### src/rtl/seg_pkg.sv
// Shared types and constants for the seven-segment controller: FSM states,
// the per-digit record and the blank pattern.
package seg_pkg;

  localparam int         NUM_DIGITS = 8;
  localparam logic [7:0] SEG_BLANK  = 8'hFF;

  typedef enum logic {
    IDLE,
    CLEAR
  } state_e;

  typedef struct packed {
    logic [3:0] data;
    logic       en;
    logic       blink;
  } digit_t;

endpackage : seg_pkg

### src/rtl/seg_ctrl_hex7seg.sv
// Hex digit to seven-segment decoder; active-low, bit0 = a ... bit6 = g.
module hex7seg (
  input  logic [3:0] hex_i,
  output logic [6:0] seg_n_o
);

  always_comb begin
    case (hex_i)
      4'h0:    seg_n_o = 7'h40;
      4'h1:    seg_n_o = 7'h79;
      4'h2:    seg_n_o = 7'h24;
      4'h3:    seg_n_o = 7'h30;
      4'h4:    seg_n_o = 7'h19;
      4'h5:    seg_n_o = 7'h12;
      4'h6:    seg_n_o = 7'h02;
      4'h7:    seg_n_o = 7'h78;
      4'h8:    seg_n_o = 7'h00;
      4'h9:    seg_n_o = 7'h10;
      4'hA:    seg_n_o = 7'h08;
      4'hB:    seg_n_o = 7'h03;
      4'hC:    seg_n_o = 7'h46;
      4'hD:    seg_n_o = 7'h21;
      4'hE:    seg_n_o = 7'h06;
      default: seg_n_o = 7'h0E;
    endcase
  end

endmodule : hex7seg

### src/rtl/seg_ctrl.sv
// Two-port round-robin writer for eight hex digits with a clear sweep.
// Optional blinking is compiled in when SEG_CTRL_BLINK_EN is defined.
module seg_ctrl
  import seg_pkg::*;
#(
  parameter int unsigned BLINK_DIV = 5000000
) (
  input  logic       clk,
  input  logic       rst,
  input  logic       a_valid,
  output logic       a_ready,
  input  logic [2:0] a_idx,
  input  logic [3:0] a_data,
  input  logic       a_en,
  input  logic       a_blink,
  input  logic       b_valid,
  output logic       b_ready,
  input  logic [2:0] b_idx,
  input  logic [3:0] b_data,
  input  logic       b_en,
  input  logic       b_blink,
  input  logic       clr,
  output logic       busy,
  output logic [7:0] seg0,
  output logic [7:0] seg1,
  output logic [7:0] seg2,
  output logic [7:0] seg3,
  output logic [7:0] seg4,
  output logic [7:0] seg5,
  output logic [7:0] seg6,
  output logic [7:0] seg7
);

  if (BLINK_DIV < 2) begin : g_bad_blink_div
    $error("seg_ctrl: BLINK_DIV must be at least 2");
  end

  state_e     state_q, state_d;
  logic [2:0] cnt_q, cnt_d;
  logic       fav_b_q, fav_b_d;  // 1: port B wins the next contested cycle
  digit_t     digits_q [NUM_DIGITS];
  digit_t     digits_d [NUM_DIGITS];

  logic grant_b, can_accept, a_fire, b_fire;

  always_comb begin
    grant_b = fav_b_q;
    if (a_valid && !b_valid)      grant_b = 1'b0;
    else if (b_valid && !a_valid) grant_b = 1'b1;
  end

  assign can_accept = (state_q == IDLE) && !clr;
  assign a_ready    = can_accept && !grant_b;
  assign b_ready    = can_accept && grant_b;
  assign a_fire     = a_valid && a_ready;
  assign b_fire     = b_valid && b_ready;
  assign busy       = (state_q == CLEAR);

  // NOTE: every signal gets its hold value first so no path leaves it unassigned (no latches).
  always_comb begin
    state_d  = state_q;
    cnt_d    = cnt_q;
    fav_b_d  = fav_b_q;
    digits_d = digits_q;
    case (state_q)
      IDLE: begin
        if (clr) begin
          state_d = CLEAR;
          cnt_d   = 3'd0;
        end else if (a_fire) begin
          digits_d[a_idx] = '{data: a_data, en: a_en, blink: a_blink};
          fav_b_d         = 1'b1;
        end else if (b_fire) begin
          digits_d[b_idx] = '{data: b_data, en: b_en, blink: b_blink};
          fav_b_d         = 1'b0;
        end
      end
      CLEAR: begin
        digits_d[cnt_q] = '0;
        cnt_d           = cnt_q + 3'd1;
        if (cnt_q == 3'd7) state_d = IDLE;
      end
      default: state_d = IDLE;
    endcase
  end

  // NOTE: state registers use non-blocking assignments so all flops update together at the edge.
  always_ff @(posedge clk or posedge rst) begin
    if (rst) begin
      state_q <= IDLE;
      cnt_q   <= 3'd0;
      fav_b_q <= 1'b0;
      // NOTE: the digit file is tiny and must power up blank, so it is reset like plain flops.
      for (int i = 0; i < NUM_DIGITS; i++) digits_q[i] <= '0;
    end else begin
      state_q  <= state_d;
      cnt_q    <= cnt_d;
      fav_b_q  <= fav_b_d;
      digits_q <= digits_d;
    end
  end

  logic [NUM_DIGITS-1:0] blink_hide;

`ifdef SEG_CTRL_BLINK_EN
  localparam int unsigned DIV_W = (BLINK_DIV > 1) ? $clog2(BLINK_DIV) : 1;

  logic [DIV_W-1:0] blink_cnt_q;
  logic             phase_q;

  always_ff @(posedge clk or posedge rst) begin
    if (rst) begin
      blink_cnt_q <= '0;
      phase_q     <= 1'b0;
    end else if (blink_cnt_q == DIV_W'(BLINK_DIV - 1)) begin
      blink_cnt_q <= '0;
      phase_q     <= ~phase_q;
    end else begin
      blink_cnt_q <= blink_cnt_q + DIV_W'(1);
    end
  end

  always_comb begin
    blink_hide = '0;
    for (int i = 0; i < NUM_DIGITS; i++) begin
      blink_hide[i] = digits_q[i].en && digits_q[i].blink && phase_q;
    end
  end
`else
  logic [NUM_DIGITS-1:0] blink_bits;
  logic                  unused_blink;

  always_comb begin
    blink_bits = '0;
    for (int i = 0; i < NUM_DIGITS; i++) blink_bits[i] = digits_q[i].blink;
  end

  assign unused_blink = ^blink_bits;
  assign blink_hide   = '0;
`endif

  logic [7:0] seg_arr [NUM_DIGITS];

  for (genvar i = 0; i < NUM_DIGITS; i++) begin : g_digit
    logic [6:0] hex_seg;

    hex7seg u_hex7seg (
      .hex_i   (digits_q[i].data),
      .seg_n_o (hex_seg)
    );

    assign seg_arr[i] = (!digits_q[i].en || blink_hide[i]) ? SEG_BLANK : {1'b1, hex_seg};
  end

  assign seg0 = seg_arr[0];
  assign seg1 = seg_arr[1];
  assign seg2 = seg_arr[2];
  assign seg3 = seg_arr[3];
  assign seg4 = seg_arr[4];
  assign seg5 = seg_arr[5];
  assign seg6 = seg_arr[6];
  assign seg7 = seg_arr[7];

endmodule : seg_ctrl

### config.mk
export PLATFORM = sky130hd
export DESIGN_NAME = seg_ctrl
export DESIGN_NICKNAME = d
export VERILOG_FILES = /design/src/rtl/seg_pkg.sv /design/src/rtl/seg_ctrl_hex7seg.sv /design/src/rtl/seg_ctrl.sv
export SDC_FILE = /design/constraint.sdc
export NUM_CORES = 1
export LEC_CHECK = 0
export ABC_AREA = 1
export BUFFER_PORTS_ARGS = -buffer_cell sky130_fd_sc_hd__buf_2
export CAP_MARGIN = 10
export CELL_PAD_IN_SITES_DETAIL_PLACEMENT = 0
export CELL_PAD_IN_SITES_GLOBAL_PLACEMENT = 1
export CORE_AREA = 2 2 143 145
export CTS_CLUSTER_DIAMETER = 30
export DETAILED_ROUTE_END_ITERATION = 16
export DIE_AREA = 0 0 145 147
export PLACE_DENSITY = 0.73
export SYNTH_ARGS = -nofsm -noshare
export SYNTH_HDL_FRONTEND = slang
export SYNTH_HIERARCHICAL = 1
export SYNTH_SLANG_ARGS = --single-unit
### constraint.sdc
create_clock -name clk -period 1.55 [get_ports clk]
set_input_delay 0.31 -clock clk [delete_from_list [all_inputs] [get_ports clk]]
set_output_delay 0.31 -clock clk [all_outputs]
set_load 0.02 [all_outputs]
==> results.json, run 1 <==
{
  "status": "complete, but fails checks",
  "violations": "setup timing",
  "final_cells": 1453,
  "cts.root.buffer_cell": "clkbuf_16",
  "ant_nets": 0,
  "syn_to_final_growth_pct": 62.1,
  "insertion_delay_ns": 0.29,
  "yosys_warnings": 6,
  "rsz0062_at_grt": "yes",
  "post-place-ws_ns": -0.101,
  "gp_congestion": 0.859,
  "cts_buffers": 5,
  "holdWs_ns": 0.0622,
  "synth_top_cell_area_share_pct": 28.4,
  "via_per_inst": 4.65,
  "start_kind": "register",
  "firstDrtPassIters": 7,
  "setup_ws_ns": -0.292,
  "cts.sinks": 45,
  "grt_pass1_vias": 6228,
  "cts_hold_buf": 0,
  "routed-via-count": 6761,
  "p_leak_nw": 4.80,
  "avgSynthCellArea_um2": 5.72,
  "initial_utilization_pct": 29.4,
  "dp_cells": 1414,
  "die_w_um": 145,
  "mappedNetlistArea_um2": 5840,
  "antenna_found_initial": 2,
  "io_pins": 90,
  "r2r-start": "busy",
  "synth.distinct_cells": 25,
  "grt_pass1_wl_um": 28800,
  "drive_above_1_share_pct": 45.9,
  "crit_start": "digits_q[20]",
  "fin_crit_ns": 1.84,
  "cts_tree": "yes",
  "netlist_top_cells_area": "nand2_1 (28%), dfrtp_1 (19%), nand3_1 (15%), ha_1 (12%), inv_1 (8.8%)",
  "hpwlAfterDp_um": 12100,
  "fin_crit_sh_pct": 119,
  "worstPathMaxFanout": 5,
  "die_h_um": 147,
  "nNetsFinal": 1263,
  "hp-class": "primary input to asynchronous set/reset pin",
  "grt_max_degree": 46,
  "yosysSeqAreaShare_pct": 19.3,
  "finalSetupTns_ns": -14.70,
  "finClkSkew_ns": 0.00393,
  "setup_viol": 91,
  "portBuffers": 79,
  "drcViolationCount": 0,
  "path_clk_slew_ns": 0.06,
  "path_class": "register to output port",
  "dieArea_um2": 21300,
  "core_region_area_um2": 19800,
  "synth_seq_cells": 45,
  "synth_top_area_cell": "nand2_1",
  "p_per_area_nw_per_um2": 1590,
  "routed_wl_um": 18700,
  "grt.total_usage_pct": 15.9,
  "max_clock_freq_mhz": 543,
  "grt-ovfl-total": 0,
  "cp-end-kind": "output port",
  "drv_cap": 0,
  "drtIter0Drc": 292,
  "vdd_drop_max_uv": 822,
  "timing_hold_violations_final": 0,
  "crit_required_ns": 1.24,
  "clockBufferDepth": 2,
  "worstPathArrival_ns": 1.53,
  "post_synth_inst_count": 1021,
  "fp-row-count": 52,
  "wl_per_cell_um": 12.8,
  "slew_violations": 0,
  "htree_levels": 2
}
## critical path: stages, from the launching register on
cell	delay [ns]
dfrtp_2	0.43
clkinv_4	0.12
ha_4	0.29
nand2_2	0.05
nand3_2	0.07
nand2_1	0.05
inv_1	0.05
nand2_1	0.05
buf_6	0.14
## metrics by stage
| stage | area (um2) | power [mW] | util, % |
|---|---|---|---|
| after floorplan | 5870 | 7.84 | - |
| after global placement | 6990 | 10.2 | 35.2 |
| after detailed placement | 6990 | 10.2 | 35.2 |
| after CTS | 8220 | 13.3 | 41.4 |
| after global routing | 9470 | 16.4 | 47.7 |
| final | 9470 | 15.1 | 47.7 |
## power by group
| part | leakage (nW) | switching [mW] | total [mW] | internal [mW] |
|---|---|---|---|---|
| Combinational | 4.16 | 6.34 | 11.3 | 4.98 |
| Clock | 0.0700 | 0.431 | 1.06 | 0.634 |
| Sequential | 0.571 | 1.04 | 2.69 | 1.65 |
## cells in the mapped netlist
cell and number:
inv_2 14, o21ai_0 21, nor2_4 3, nand4_1 2, nor3_2 2, nor2_8 1, buf_4 11, nor2_1 42
o21ai_2 7, nor2_2 8, buf_6 10, clkbuf_1 11, nand2_1 442, nand3_1 174, ha_1 58, nand3_2 4
inv_1 137, a21oi_1 1, dfrtp_1 45, nand2_2 2, buf_2 13, o21ai_1 10, clkinv_1 1, nand3_4 1
conb_1 1
## cell usage in the layout (no fill, tap or decap), types with 20 or more instances in the layout
cell and instances:
buf_6 86, nand3_1 89, dfrtp_1 20, nand2_2 65, buf_2 23, buf_4 68, ha_4 37, nand2_1 352
dfrtp_2 25, nor2_1 39, nand3_2 82, inv_1 98, inv_4 26, nand2_4 27, inv_2 24
## per-layer routing
metal  share of wire (%)  GRT usage (%)  vias to the layer above
met5               0.070              0                        -
met4                 1.5           3.27                        2
met3                 4.5           2.11                       24
met2                  50           28.8                      160
met1                  44           20.4                     3137
li1                    -              -                     3438
## state kept, by name (all words and copies together), names as in the netlist
| signal | flops |
|---|---|
| cnt_q | 3 |
| fav_b_q | 1 |
| digits_q | 40 |
| busy | 1 |
## worst paths after layout
kind | to | slack [ns] | depth (start not counted)
worst max-delay path | seg4[3] | -0.29 | 8
worst min-delay path | digits_q[1] | 0.06 | 3
worst max register to register | digits_q[38] | -0.09 | 11
worst min register to register | fav_b_q | 0.54 | 2
max in group asynchronous | busy | 1.26 | 3
min in group clk | fav_b_q | 0.36 | 4
## cell families (layout without fill, tap and decap cells)
group / Yosys count / count (layout) / share of synthesized area (%)
DFF: 45 / 45 / 19.3
and+or+nand+nor: 681 / 682 / 49.5
other: 1 / 9 / 0.0642
AOI/OAI and AO/OA: 39 / 39 / 3.79
adders and majority gates: 58 / 58 / 12.4
buffers and inverters: 197 / 350 / 14.9
## timing repair
item / CTS / global route
pin swaps: 56 / 116
cloned: 0 / 1
resized for setup: 274 / 305
setup buffers: 16 / 14
setup endpoints to repair: 80 / 98
## area by class of cell
| class | instances | area [um2] |
|---|---|---|
| Clock buffer | 7 | 143 |
| Timing Repair Buffer | 191 | 1870 |
| Sequential cell | 45 | 1160 |
| Fill cell | 2018 | 10400 |
| Tap cell | 270 | 338 |
| Inverter | 152 | 651 |
| Antenna cell | 1 | 2.50 |
| Multi-Input combinational cell | 787 | 5310 |
No activity file was read; power rests on OpenSTA's default activity.
==> run 2, diff against run 1 <==
--- a/config.mk
+++ b/config.mk
@@ -12,9 +12,11 @@
 export CELL_PAD_IN_SITES_GLOBAL_PLACEMENT = 1
 export CORE_AREA = 2 2 143 145
 export CTS_CLUSTER_DIAMETER = 30
+export CTS_CLUSTER_SIZE = 10
 export DETAILED_ROUTE_END_ITERATION = 16
 export DIE_AREA = 0 0 145 147
 export PLACE_DENSITY = 0.73
+export REMOVE_ABC_BUFFERS = 1
 export SYNTH_ARGS = -nofsm -noshare
 export SYNTH_HDL_FRONTEND = slang
 export SYNTH_HIERARCHICAL = 1
==> run 2 against run 1 <==
  * Worst hold slack worse by 0.020 ns
  * The run still ends with setup timing left
  * Highest routed layer unchanged
  * Critical endpoint is now seg5[2]
  * Sequential power about the same
  * Setup slack worse by 0.020 ns
  * Maximum frequency down 1.1%
==> results.json, run 2 (synthesis gave the netlist of run 1 again) <==
{
  "rsz0062_at_grt": "yes",
  "worstPathMaxFanout": 5,
  "cp-end-kind": "output port",
  "final_common_cell": "nand2_1",
  "worstPathArrival_ns": 1.55,
  "grt_max_degree": 46,
  "grt_pass1_wl_um": 28700,
  "p_per_area_nw_per_um2": 1620,
  "grt.total_usage_pct": 15.9,
  "htree_levels": 2,
  "hp-class": "primary input to asynchronous set/reset pin",
  "insertion_delay_ns": 0.29,
  "cts_buffers": 5,
  "die_w_um": 145,
  "power.share.clock_pct": 8.2,
  "cts_tree": "yes",
  "die_h_um": 147,
  "drtIter0Drc": 356,
  "largest_register": "digits_q",
  "drcViolationCount": 0,
  "io_pins": 90,
  "drv_cap": 0,
  "antenna_found_initial": 4,
  "cts.sinks": 45,
  "core_region_area_um2": 19800,
  "fin_crit_ns": 1.86,
  "start_kind": "register",
  "cp_slowest_cell": "dfrtp_2",
  "p_comb_share_pct": 74.3,
  "syn_to_final_growth_pct": 63.9,
  "design_area_um2": 9580,
  "via_per_inst": 4.59,
  "timing_hold_violations_final": 0,
  "nNetsFinal": 1264,
  "portBuffers": 79,
  "routed_wl_um": 18300,
  "grt-ovfl-total": 0,
  "grt_pass1_vias": 6173,
  "drive_above_1_share_pct": 47.5,
  "cp_cell_sequence": "inv_4 > ha_4 > nand2_2 > buf_4 > o21ai_1 > inv_1 > nand2_1 > buf_6",
  "violations": "setup timing",
  "clockBufferDepth": 2,
  "wl_per_cell_um": 12.6,
  "layout_common_cells": "nand2_1 (334), inv_1 (96), buf_6 (96)",
  "sequentialPowerShare_pct": 17.5,
  "max_stage_delay_ns": 0.47,
  "max_clock_freq_mhz": 537,
  "gp_congestion": 0.851,
  "vdd_drop_max_uv": 971,
  "p_leak_nw": 4.79,
  "ant_nets": 0,
  "reg.largest.list": "digits_q (40), cnt_q (3)",
  "cts.root.buffer_cell": "clkbuf_16",
  "dieArea_um2": 21300,
  "initial_utilization_pct": 29.4,
  "path_class": "register to output port",
  "crit_required_ns": 1.24,
  "setup_ws_ns": -0.312,
  "routed-via-count": 6684,
  "fillers": 2010,
  "p_switching_mw": 7.99,
  "setup_viol": 65,
  "path_clk_slew_ns": 0.06,
  "largest_register_ffs": 40,
  "fin_crit_sh_pct": 120,
  "slew_violations": 0,
  "status": "complete, but fails checks",
  "p_int_mw": 7.55,
  "finClkSkew_ns": 0.00625,
  "fp-row-count": 52,
  "post-place-ws_ns": -0.0665,
  "hpwlAfterDp_um": 12400,
  "place_area_um2": 6930,
  "switching_share_pct": 51.4,
  "critPathBufInv": 4,
  "firstDrtPassIters": 5,
  "cp_top_family": "flip-flops",
  "r2r_slack_ns": -0.04
}
-- run 2: through the flow --
stage | std cells | power (mW) | hold slack, ns | TNS (ns) | utilization [%]
finish | 1456 | 15.5 | 0.0425 | -13.83 | 48.3
global route | 1455 | 16.9 | 0.0840 | -20.38 | 48.2
CTS | 1432 | 13.7 | 0.0644 | -13.88 | 41.8
detailed placement | 1409 | 10.2 | 0.377 | -1.78 | 34.9
global placement | 1409 | 10.1 | 0.366 | -1.58 | 34.9
floorplan | 983 | 7.44 | 0.459 | -28.44 | -
-- run 2: worst register-to-register path, delay by kind of cell, from the launching register on --
family | cells | cell delay [ns]
buf+inv | 5 | 0.56
simple gates | 7 | 0.49
flops | 1 | 0.43
-- run 2: final timing paths --
path,to,from,cells past startpoint
setup reg to reg,digits_q[15],busy,12
max in group asynchronous,busy,rst,3
hold / removal,digits_q[37],rst,3
min in group clk,digits_q[44],b_data[0],5
setup / recovery,seg5[2],digits_q[14],8
hold reg to reg,digits_q[16],digits_q[16],2
-- run 2: area by class of cell --
| cell class | instances | area (um2) | area share, % |
|---|---|---|---|
| sequential | 45 | 1160 | 12.1 |
| tap | 270 | 338 | 3.53 |
| timing repair buffer | 192 | 1880 | 19.6 |
| clock buffer | 6 | 139 | 1.45 |
| multi-input combinational | 787 | 5370 | 56.0 |
| inverter | 152 | 653 | 6.82 |
| clock inverter | 2 | 37.5 | 0.392 |
| antenna | 2 | 5.00 | 0.0523 |
-- run 2: power by group through the flow --
stage	clock (mW)	sequential, mW	combinational (mW)
2_1_floorplan	0	2.51	4.93
3_3_place_gp	0	2.41	7.72
3_5_place_dp	0	2.43	7.74
4_1_cts	1.31	2.53	9.82
5_1_grt	1.35	2.84	12.7
6_report	1.28	2.71	11.5
-- run 2: routing by layer --
layer | wire [um] | track usage, %
met2 | 9230 | 28.4
met3 | 685 | 2.55
met5 | 24 | 0
met1 | 8170 | 20.2
met4 | 230 | 3.47
-- run 2: repair_timing --
item | 4_1_cts | 5_1_grt
gates resized for setup | 302 | 292
endpoints found under the setup margin | 81 | 98
cloned | 0 | 3
hold buffers | 0 | 0
pin swaps | 59 | 117
setup buffers | 16 | 20
==> run 3, diff against run 2 <==
--- a/config.mk
+++ b/config.mk
@@ -8,14 +8,14 @@
 export ABC_AREA = 1
 export BUFFER_PORTS_ARGS = -buffer_cell sky130_fd_sc_hd__buf_2
 export CAP_MARGIN = 10
-export CELL_PAD_IN_SITES_DETAIL_PLACEMENT = 0
-export CELL_PAD_IN_SITES_GLOBAL_PLACEMENT = 1
+export CELL_PAD_IN_SITES_DETAIL_PLACEMENT = 1
+export CELL_PAD_IN_SITES_GLOBAL_PLACEMENT = 2
 export CORE_AREA = 2 2 143 145
 export CTS_CLUSTER_DIAMETER = 30
 export CTS_CLUSTER_SIZE = 10
 export DETAILED_ROUTE_END_ITERATION = 16
 export DIE_AREA = 0 0 145 147
-export PLACE_DENSITY = 0.73
+export PLACE_DENSITY = 0.9
 export REMOVE_ABC_BUFFERS = 1
 export SYNTH_ARGS = -nofsm -noshare
 export SYNTH_HDL_FRONTEND = slang
==> run 3 against run 2 <==
  * First-iteration DRC count fell by 14%
  * The run still ends with setup timing left
  * Combinational power barely moved
  * Worst hold slack improved by 0.015 ns
  * Largest cell class unchanged
  * Total power rose by 0.99%
  * Setup slack got worse by 0.023 ns
  * Sequential cell count did not move
==> results.json, run 3 (synthesis gave the netlist of run 1 again) <==
{
  "status": "complete, but fails checks",
  "r2r-start": "busy",
  "via_per_inst": 4.78,
  "fin_crit_ns": 1.88,
  "initial_utilization_pct": 29.4,
  "layout_common_cells": "nand2_1 (351), inv_1 (104), nand3_1 (104)",
  "grt_max_degree": 46,
  "htree_levels": 2,
  "p_per_area_nw_per_um2": 1660,
  "syn_to_final_growth_pct": 62.3,
  "hpwlAfterDp_um": 14200,
  "drive_above_1_share_pct": 44.9,
  "grt-ovfl-total": 0,
  "wl_per_cell_um": 15.6,
  "setup_ws_ns": -0.335,
  "largest_register": "digits_q",
  "start_kind": "register",
  "fp-row-count": 52,
  "clockBufferDepth": 2,
  "largest_register_ffs": 40,
  "vdd_drop_max_uv": 771,
  "r2r_slack_ns": -0.10,
  "routed_wl_um": 22700,
  "post-place-ws_ns": -0.132,
  "dieArea_um2": 21300,
  "grt_pass1_wl_um": 33700,
  "power_mw": 15.7,
  "crit_required_ns": 1.24,
  "cts_tree": "yes",
  "path_clk_slew_ns": 0.07,
  "timing.rr.end": "digits_q[33]",
  "gp_congestion": 0.844,
  "routed-via-count": 6963,
  "final_common_cell": "nand2_1",
  "firstDrtPassIters": 4,
  "finClkSkew_ns": 0.00560,
  "ant_nets": 0,
  "worstPathArrival_ns": 1.57,
  "setup_viol": 92,
  "die_w_um": 145,
  "place_area_um2": 6980,
  "timing_hold_violations_final": 0,
  "drv_cap": 0,
  "final_cells": 1456,
  "path_class": "register to output port",
  "io_pins": 90,
  "grt_pass1_vias": 7033,
  "portBuffers": 79,
  "drtIter0Drc": 306,
  "design_area_um2": 9480,
  "grt.total_usage_pct": 18.9,
  "core_region_area_um2": 19800,
  "antenna_found_initial": 5,
  "hp-class": "primary input to asynchronous set/reset pin",
  "cts.root.buffer_cell": "clkbuf_16",
  "max_clock_freq_mhz": 531,
  "insertion_delay_ns": 0.29,
  "worstPathMaxFanout": 4,
  "drcViolationCount": 0,
  "p_leak_nw": 4.68,
  "violations": "setup timing",
  "worst_pin_slew_ns": 0.514,
  "cp-end-kind": "output port",
  "die_h_um": 147,
  "reg.largest.list": "digits_q (40), cnt_q (3)",
  "slew_violations": 0,
  "ff2ff_path_depth": 10,
  "dp_cells": 1411,
  "fin_crit_sh_pct": 122,
  "nNetsFinal": 1262,
  "cts_hold_buf": 0,
  "cts_buffers": 5,
  "slew_headroom_pct": 65.7,
  "cts.sinks": 45,
  "rsz0062_at_grt": "yes"
}
==> run 3: worst max path at each step <==
stage | start | to | slack [ns] | cells after the start
3_3_place_gp | busy | digits_q[14] | -0.07 | 9
3_5_place_dp | busy | digits_q[21] | -0.13 | 9
2_1_floorplan | busy | digits_q[23] | -0.73 | 8
6_report | digits_q[33] | seg2[3] | -0.33 | 9
4_1_cts | digits_q[2] | seg7[0] | -0.29 | 9
5_1_grt | digits_q[14] | seg5[5] | -0.41 | 8
==> run 3: cell type report <==
| class | instances | area [um2] |
|---|---|---|
| fill | 2510 | 10400 |
| multi-input combinational | 787 | 5310 |
| timing repair buffer | 190 | 1850 |
| sequential | 45 | 1160 |
| inverter | 152 | 656 |
| tap | 270 | 338 |
| clock buffer | 7 | 153 |
| antenna | 4 | 10.0 |
| clock inverter | 1 | 5.00 |
==> run 3: repair_timing <==
action                                  in CTS  in global routing
hold endpoints to repair                     0                  0
resized for setup                          305                254
buffers inserted                            18                 13
pin swaps                                   57                104
gates cloned                                 0                  3
endpoints found under the setup margin      80                 98
==> run 3: worst max-delay path, cell delays in order, from the launching register on <==
cell and delay, ns:
dfrtp_2 0.46, buf_6 0.15, ha_4 0.15, nand2_2 0.08, nand2_1 0.05, nand2_1 0.07, nand2_1 0.07, inv_1 0.05
nand2_1 0.05, buf_6 0.14
==> run 3: through the flow <==
stage	setup TNS (ns)	utilization, %	hold slack, ns
2_1_floorplan	-28.44	-	0.459
3_3_place_gp	-1.84	35.2	0.366
3_5_place_dp	-3.18	35.2	0.370
4_1_cts	-14.37	42.1	0.0636
5_1_grt	-23.83	47.8	0.0799
6_report	-16.45	47.8	0.0576
==> run 3: power by group <==
group / switching [mW] / leakage (nW) / internal (mW)
combinational: 6.75 / 4.03 / 5.03
sequential: 1.10 / 0.570 / 1.66
clock: 0.474 / 0.0799 / 0.684
==> run 3: routing by layer <==
layer	vias up	GRT usage [%]	wire (um)
li1	3450	-	-
met1	3362	22.5	9410
met2	116	36.1	12200
met3	33	2.55	679
met4	2	4.16	379
met5	-	0	13
